[config.mk]
export PLATFORM = sky130hd
export DESIGN_NAME = ps2_keyboard_rx_flat
export DESIGN_NICKNAME = d
export VERILOG_FILES = /design/src/rtl/ps2_keyboard_rx_if.sv /design/src/rtl/ps2_keyboard_rx.sv /design/src/flat_wrapper.sv
export SDC_FILE = /design/constraint.sdc
export NUM_CORES = 1
export LEC_CHECK = 0
export BUFFER_PORTS_ARGS = -buffer_cell sky130_fd_sc_hd__clkbuf_2
export CORE_AREA = 10 10 80 82
export CTS_BUF_LIST = sky130_fd_sc_hd__clkbuf_4
export CTS_CLUSTER_SIZE = 25
export DETAILED_ROUTE_END_ITERATION = 16
export DIE_AREA = 0 0 90 92
export PLACE_DENSITY = 0.65
export SLEW_MARGIN = 20
export SYNTH_ARGS = -nofsm -noshare
export SYNTH_HDL_FRONTEND = slang
export SYNTH_SLANG_ARGS = --single-unit
[constraint.sdc]
create_clock -name clk_in -period 4.1 [get_ports clk_in]
set_input_delay 0.205 -clock clk_in [delete_from_list [all_inputs] [get_ports clk_in]]
set_output_delay 0.205 -clock clk_in [all_outputs]
set_load 0.01 [all_outputs]
[src/rtl/ps2_keyboard_rx_if.sv]
// ==========================================================================
// Module : ps2_keyboard_rx_if
// Brief  : PS/2 pin inputs and decoded key-event outputs of ps2_keyboard_rx
// Rev    : 1.0  initial release
// ==========================================================================
`default_nettype none

interface ps2_keyboard_rx_if;
  logic       ps2_clk_in;
  logic       ps2_data_in;
  logic [7:0] scancode_out;
  logic       extended_out;
  logic       release_out;
  logic       valid_out;
  logic       error_out;

  modport master (
    output ps2_clk_in,
    output ps2_data_in,
    input  scancode_out,
    input  extended_out,
    input  release_out,
    input  valid_out,
    input  error_out
  );

  modport slave (
    input  ps2_clk_in,
    input  ps2_data_in,
    output scancode_out,
    output extended_out,
    output release_out,
    output valid_out,
    output error_out
  );
endinterface

`default_nettype wire

[src/rtl/ps2_keyboard_rx.sv]
// ==========================================================================
// Module : ps2_keyboard_rx
// Brief  : PS/2 keyboard frame receiver with E0/F0 prefix folding
// Rev    : 1.0  initial release
// ==========================================================================
`default_nettype none

module ps2_keyboard_rx #(
  parameter int TIMEOUT_CYCLES = 150000
) (
  input wire logic         clk_in,
  input wire logic         rst_in,
  ps2_keyboard_rx_if.slave bus
);

  localparam int                c_TW        = $clog2(TIMEOUT_CYCLES + 1);
  localparam logic [c_TW-1:0]   c_TIMEOUT   = c_TW'(TIMEOUT_CYCLES);
  localparam logic [c_TW-1:0]   c_TIMER_ONE = c_TW'(1);

  typedef enum logic [1:0] {
    S_IDLE   = 2'd0,
    S_DATA   = 2'd1,
    S_PARITY = 2'd2,
    S_STOP   = 2'd3
  } state_t;

  state_t          r_state;
  state_t          w_state_nxt;
  logic            r_clk_s1, r_clk_s2, r_clk_s3;
  logic            r_data_s1, r_data_s2;
  logic [7:0]      r_shift;
  logic [2:0]      r_bit_cnt;
  logic            r_parity;
  logic [c_TW-1:0] r_timer;
  logic            r_ext_pend, r_rel_pend;
  logic [7:0]      r_scancode;
  logic            r_extended, r_release, r_valid, r_error;
  logic            w_fall, w_byte_good, w_frame_err, w_timeout;

  assign w_fall = r_clk_s3 & ~r_clk_s2;

  always_ff @(posedge clk_in) begin
    if (rst_in) begin
      r_state <= S_IDLE;
    end else begin
      r_state <= w_state_nxt;
    end
  end

  // A falling edge takes priority over a coincident timer expiry.
  always_comb begin
    w_state_nxt = r_state;
    w_byte_good = 1'b0;
    w_frame_err = 1'b0;
    w_timeout   = 1'b0;
    if (w_fall) begin
      case (r_state)
        S_IDLE:   if (!r_data_s2) w_state_nxt = S_DATA;
        S_DATA:   if (r_bit_cnt == 3'd7) w_state_nxt = S_PARITY;
        S_PARITY: w_state_nxt = S_STOP;
        S_STOP: begin
          w_state_nxt = S_IDLE;
          if (r_data_s2 && (^{r_shift, r_parity})) w_byte_good = 1'b1;
          else                                       w_frame_err = 1'b1;
        end
        default:  w_state_nxt = S_IDLE;
      endcase
    end else if ((r_state != S_IDLE) && (r_timer == c_TIMEOUT)) begin
      w_state_nxt = S_IDLE;
      w_timeout   = 1'b1;
    end
  end

  always_ff @(posedge clk_in) begin
    if (rst_in) begin
      r_clk_s1   <= 1'b1;
      r_clk_s2   <= 1'b1;
      r_clk_s3   <= 1'b1;
      r_data_s1  <= 1'b1;
      r_data_s2  <= 1'b1;
      r_shift    <= 8'h00;
      r_bit_cnt  <= 3'd0;
      r_parity   <= 1'b0;
      r_timer    <= '0;
      r_ext_pend <= 1'b0;
      r_rel_pend <= 1'b0;
      r_scancode <= 8'h00;
      r_extended <= 1'b0;
      r_release  <= 1'b0;
      r_valid    <= 1'b0;
      r_error    <= 1'b0;
    end else begin
      r_clk_s1  <= bus.ps2_clk_in;
      r_clk_s2  <= r_clk_s1;
      r_clk_s3  <= r_clk_s2;
      r_data_s1 <= bus.ps2_data_in;
      r_data_s2 <= r_data_s1;
      r_valid   <= 1'b0;
      r_error   <= 1'b0;

      if (w_fall || (r_state == S_IDLE)) r_timer <= '0;
      else if (r_timer != c_TIMEOUT)     r_timer <= r_timer + c_TIMER_ONE;

      if (w_fall) begin
        case (r_state)
          S_IDLE:   r_bit_cnt <= 3'd0;
          S_DATA: begin
            r_shift   <= {r_data_s2, r_shift[7:1]};
            r_bit_cnt <= r_bit_cnt + 3'd1;
          end
          S_PARITY: r_parity <= r_data_s2;
          default:  ;
        endcase
      end

      if (w_frame_err || w_timeout) begin
        r_error    <= 1'b1;
        r_ext_pend <= 1'b0;
        r_rel_pend <= 1'b0;
      end

      if (w_byte_good) begin
        if (r_shift == 8'hE0) begin
          r_ext_pend <= 1'b1;
        end else if (r_shift == 8'hF0) begin
          r_rel_pend <= 1'b1;
        end else begin
          r_scancode <= r_shift;
          r_extended <= r_ext_pend;
          r_release  <= r_rel_pend;
          r_valid    <= 1'b1;
          r_ext_pend <= 1'b0;
          r_rel_pend <= 1'b0;
        end
      end
    end
  end

  assign bus.scancode_out = r_scancode;
  assign bus.extended_out = r_extended;
  assign bus.release_out  = r_release;
  assign bus.valid_out    = r_valid;
  assign bus.error_out    = r_error;

endmodule

`default_nettype wire

[src/flat_wrapper.sv]
// flat-port wrapper written by rule: the top's interface ports become plain ports
module ps2_keyboard_rx_flat 
#(
  parameter int TIMEOUT_CYCLES = 150000
)
  (clk_in, rst_in, bus_ps2_clk_in, bus_ps2_data_in, bus_scancode_out, bus_extended_out, bus_release_out, bus_valid_out, bus_error_out);
  ps2_keyboard_rx_if bus_i ();
  input wire logic clk_in;
  input wire logic rst_in;
  input wire logic [$bits(bus_i.ps2_clk_in)-1:0] bus_ps2_clk_in;
  input wire logic [$bits(bus_i.ps2_data_in)-1:0] bus_ps2_data_in;
  output wire logic [$bits(bus_i.scancode_out)-1:0] bus_scancode_out;
  output wire logic [$bits(bus_i.extended_out)-1:0] bus_extended_out;
  output wire logic [$bits(bus_i.release_out)-1:0] bus_release_out;
  output wire logic [$bits(bus_i.valid_out)-1:0] bus_valid_out;
  output wire logic [$bits(bus_i.error_out)-1:0] bus_error_out;
  assign bus_i.ps2_clk_in = bus_ps2_clk_in;
  assign bus_i.ps2_data_in = bus_ps2_data_in;
  assign bus_scancode_out = bus_i.scancode_out;
  assign bus_extended_out = bus_i.extended_out;
  assign bus_release_out = bus_i.release_out;
  assign bus_valid_out = bus_i.valid_out;
  assign bus_error_out = bus_i.error_out;
  ps2_keyboard_rx #(.TIMEOUT_CYCLES(TIMEOUT_CYCLES)) u_core (.clk_in(clk_in), .rst_in(rst_in), .bus(bus_i));
endmodule
==> summary.md <==
| Metric | Value |
|---|---|
| Worst-Margin Slew | 0.720 ns |
| Leakage | 0.846 nW |
| HP Class | in2reg |
| Number of global-route vias before repair | 1438 |
| Post-synth EDFFs | 0 |
| Synth cell count leaders | 51 x dfxtp_1, 29 x nor2_1, 28 x nand2_1, 12 x a21oi_1, 12 x xnor2_1 |
| Fillers | 481 |
| Asr flop ratio synth | 0 |
| DRC | 0 |
| Cts bufs inserted | 5 |
| Peak supply drop | 0.000118 V |
| Hold wc startpoint | bus_ps2_data_in |
| Slowest stage cell on the critical path | dfxtp_1 |
| Max-Cap Viols | 0 |
| # IOs | 16 |
| Worst Hold End | u_core.r_data_s1 |
| Via-to-Cell Ratio | 4.92 |
| Core area | 4910 µm² |
| Critical Path AT | 2.39 ns |
| FF-to-FF setup slack | 2.00 ns |
| Reg clk slew, reported paths | 0.14 ns |
| Min-Delay Path Depth | 2 |
| DR pass1 iterations | 4 |
| Top_reg_cell synth | dfxtp_1 |
| Synth top area cells | dfxtp_1 48%, nor2_1 5.1%, nand2_1 5.0% |
| Grt ovf | 0 |
| Clock Latency Late Sink | 0.36 ns |
| Chip height | 92 µm |
| Ant diodes | 0 |
| Synth top area share | 0.481 |
| RR Endpoint | u_core.r_state[0] |
| Leading area contributor after synthesis | dfxtp_1 |
| Status | finished clean |
| Max transition margin | 0.519 |
| HPWL after DPL | 2520 µm |
| WP data required | 4.40 ns |
| # Post-CTS Setup Buffers | 0 |
| Critical Path Start Type | register |
| Vias after detailed routing | 1546 |
| Syn_area_per_cell | 9.35 µm² |
| Reg2Reg Depth | 6 |
| Endpoint class of the critical path | register |
| Fin cells | 314 |
| Total track usage | 0.0925 |
| Final Cycle Share | 0.511 |
| Syn nets | 239 |
| CTS tree | built |
| Initial DRC Count | 67 |
| # placed instances | 305 |
| Net count, final | 255 |
| CTS Sinks | 51 |
| First-pass GRT wire length | 6590 µm |
| Synth Register Bits | 51 |
| Final Setup Violations | 0 |
| Wirelength per Cell | 11.3 µm |
| Slew Viols, Final | 0 |
| Final Skew | 0.0155 ns |
| Row Count | 26 |
| Achievable Freq | 477 MHz |
| Layout cell share with drive strength beyond 1 | 0.139 |
| Starting density of the core | 0.432 |
| Worst path depth | 6 |
| Power per cell area | 335 nW/µm² |
| Worst-path fanout max | 7 |
| Distinct cells, synth | 36 |
| Post-synthesis instance total | 227 |
| Max H-tree Level | 2 |
| Synth Warn # | 0 |
| Antenna violations before repair | 0 |
| Max stage delay on crit path | 0.43 ns |
| Setup TNS | 0 ns |
| Critical path's top delay family | simple AND/OR/NAND/NOR gates |
| FF-to-FF Start | u_core.r_timer[4] |
| Area Overhead vs Synth | 10.1% |
| Sequential area share after synthesis | 0.481 |
| WS Path Type | reg2reg |
| Post-synthesis cell area | 2120 µm² |
| Post-route ant nets | 0 |
| Die area | 8280 µm² |
| Die width | 90 µm |
| Most common cell in the netlist | dfxtp_1 |
| Clk buf depth | 2 |
| Worst path cell trace | nand4_1 > nor2_1 > nand4_1 > o31ai_1 > mux2_2 > nor2_1 |
| RSZ-0062 raised after global routing | false |
| Post-layout min period | 2.10 ns |
| Port bufs | 15 |
| Largest net degree at the start of global routing | 24 |
| Drt total wl | 3550 µm |
| Buffers and inverters on the worst path | 0 |
| Root Driver | clkbuf_4 |
| Final hold viol count | 0 |
| RePlAce Congestion | 0.752 |
logic make-up after synthesis:
logic type                 count (synthesis)  share of synthesized area
xor gates and xnor gates                  22                      0.101
and+or+nand+nor                           97                      0.221
AOI/OAI and AO/OA                         31                      0.101
DFF                                       51                      0.481
adders and majority gates                  8                     0.0472
buffers and inverters                     14                     0.0283
muxes                                      4                     0.0206
per-layer routing:
layer  global-route usage  vias up  part of all wire
li1                     -      806                 -
met4               0.0491        0             0.019
met2                0.140       25              0.44
met1                0.116      709              0.50
met5                    0        -                 0
met3               0.0285        6             0.046
power by group:
group / switching, mW / leakage (nW) / internal, mW / total, mW
Clock: 0.148 / 0.0426 / 0.126 / 0.274
Combinational: 0.00751 / 0.392 / 0.00394 / 0.0114
Sequential: 0.000898 / 0.412 / 0.498 / 0.499
worst register-to-register path: cells and delay by family (launching register included):
family,cells,cell delay [ns]
AO/OA/AOI/OAI,1,0.39
multiplexers,1,0.37
flip-flops,1,0.43
AND/OR/NAND/NOR,4,0.84
cell type report:
cell class	instances	area (µm²)	area share
Sequential cell	51	1020	0.437
Clock inverter	3	38.8	0.0166
Inverter	7	26.3	0.0112
Multi-Input combinational cell	162	1040	0.445
Timing Repair Buffer	16	85.1	0.0364
Clock buffer	5	37.5	0.0161
Tap cell	70	87.6	0.0375
metrics by stage:
step	setup WS (ns)	area (µm²)	utilization	power (mW)	hold WS [ns]
after detailed placement	2.02	2250	0.458	0.520	0.390
after floorplan	2.24	2120	-	0.518	0.309
final	2.00	2340	0.476	0.784	0.0289
after global routing	1.72	2340	0.476	0.822	0.00329
after CTS	1.99	2340	0.476	0.801	0.00927
after global placement	2.07	2250	0.458	0.520	0.389
worst max path at each step:
stage	start	endpoint	slack, ns
5_1_grt	u_core.r_timer[4]	u_core.r_state[1]	1.72
3_3_place_gp	u_core.r_shift[2]	u_core.r_rel_pend	2.07
3_5_place_dp	u_core.r_timer[4]	u_core.r_state[0]	2.02
6_report	u_core.r_timer[4]	u_core.r_state[0]	2.00
4_1_cts	u_core.r_timer[4]	u_core.r_state[0]	1.99
2_1_floorplan	u_core.r_shift[2]	u_core.bus.extended_out	2.24
layout by cell type (no fill, tap or decap), types with 2 or more instances in the layout:
master	n
nor2_2	2
inv_1	7
o21ai_0	3
a22o_1	9
ha_1	8
nor2b_1	3
and3_1	6
nor4_1	2
clkbuf_2	15
nand3_1	8
or3_1	2
a22oi_1	2
nor2_1	29
nand2_1	28
xor2_1	8
mux2_2	3
clkbuf_4	5
xnor2_1	12
nand4_1	4
a21oi_1	12
or2_2	5
a32o_1	3
dfxtp_1	51
state kept, by name, summed over array words and instances (netlist names):
register,flops
u_core.r_timer,18
u_core.bus.scancode_out,8
u_core.r_shift,8
u_core.r_bit_cnt,3
u_core.r_state,2
u_core.bus.error_out,1
u_core.bus.extended_out,1
u_core.bus.release_out,1
u_core.bus.valid_out,1
u_core.r_clk_s1,1
u_core.r_clk_s2,1
u_core.r_clk_s3,1
u_core.r_data_s1,1
u_core.r_data_s2,1
u_core.r_ext_pend,1
u_core.r_parity,1
u_core.r_rel_pend,1
what timing repair did:
action                                 4_1_cts  5_1_grt
resized for setup                            0        0
setup endpoints to repair                    0        0
endpoints found under the hold margin        1        0
hold buffers                                 1        0
Note: power is estimated with default switching activity, not from simulation.
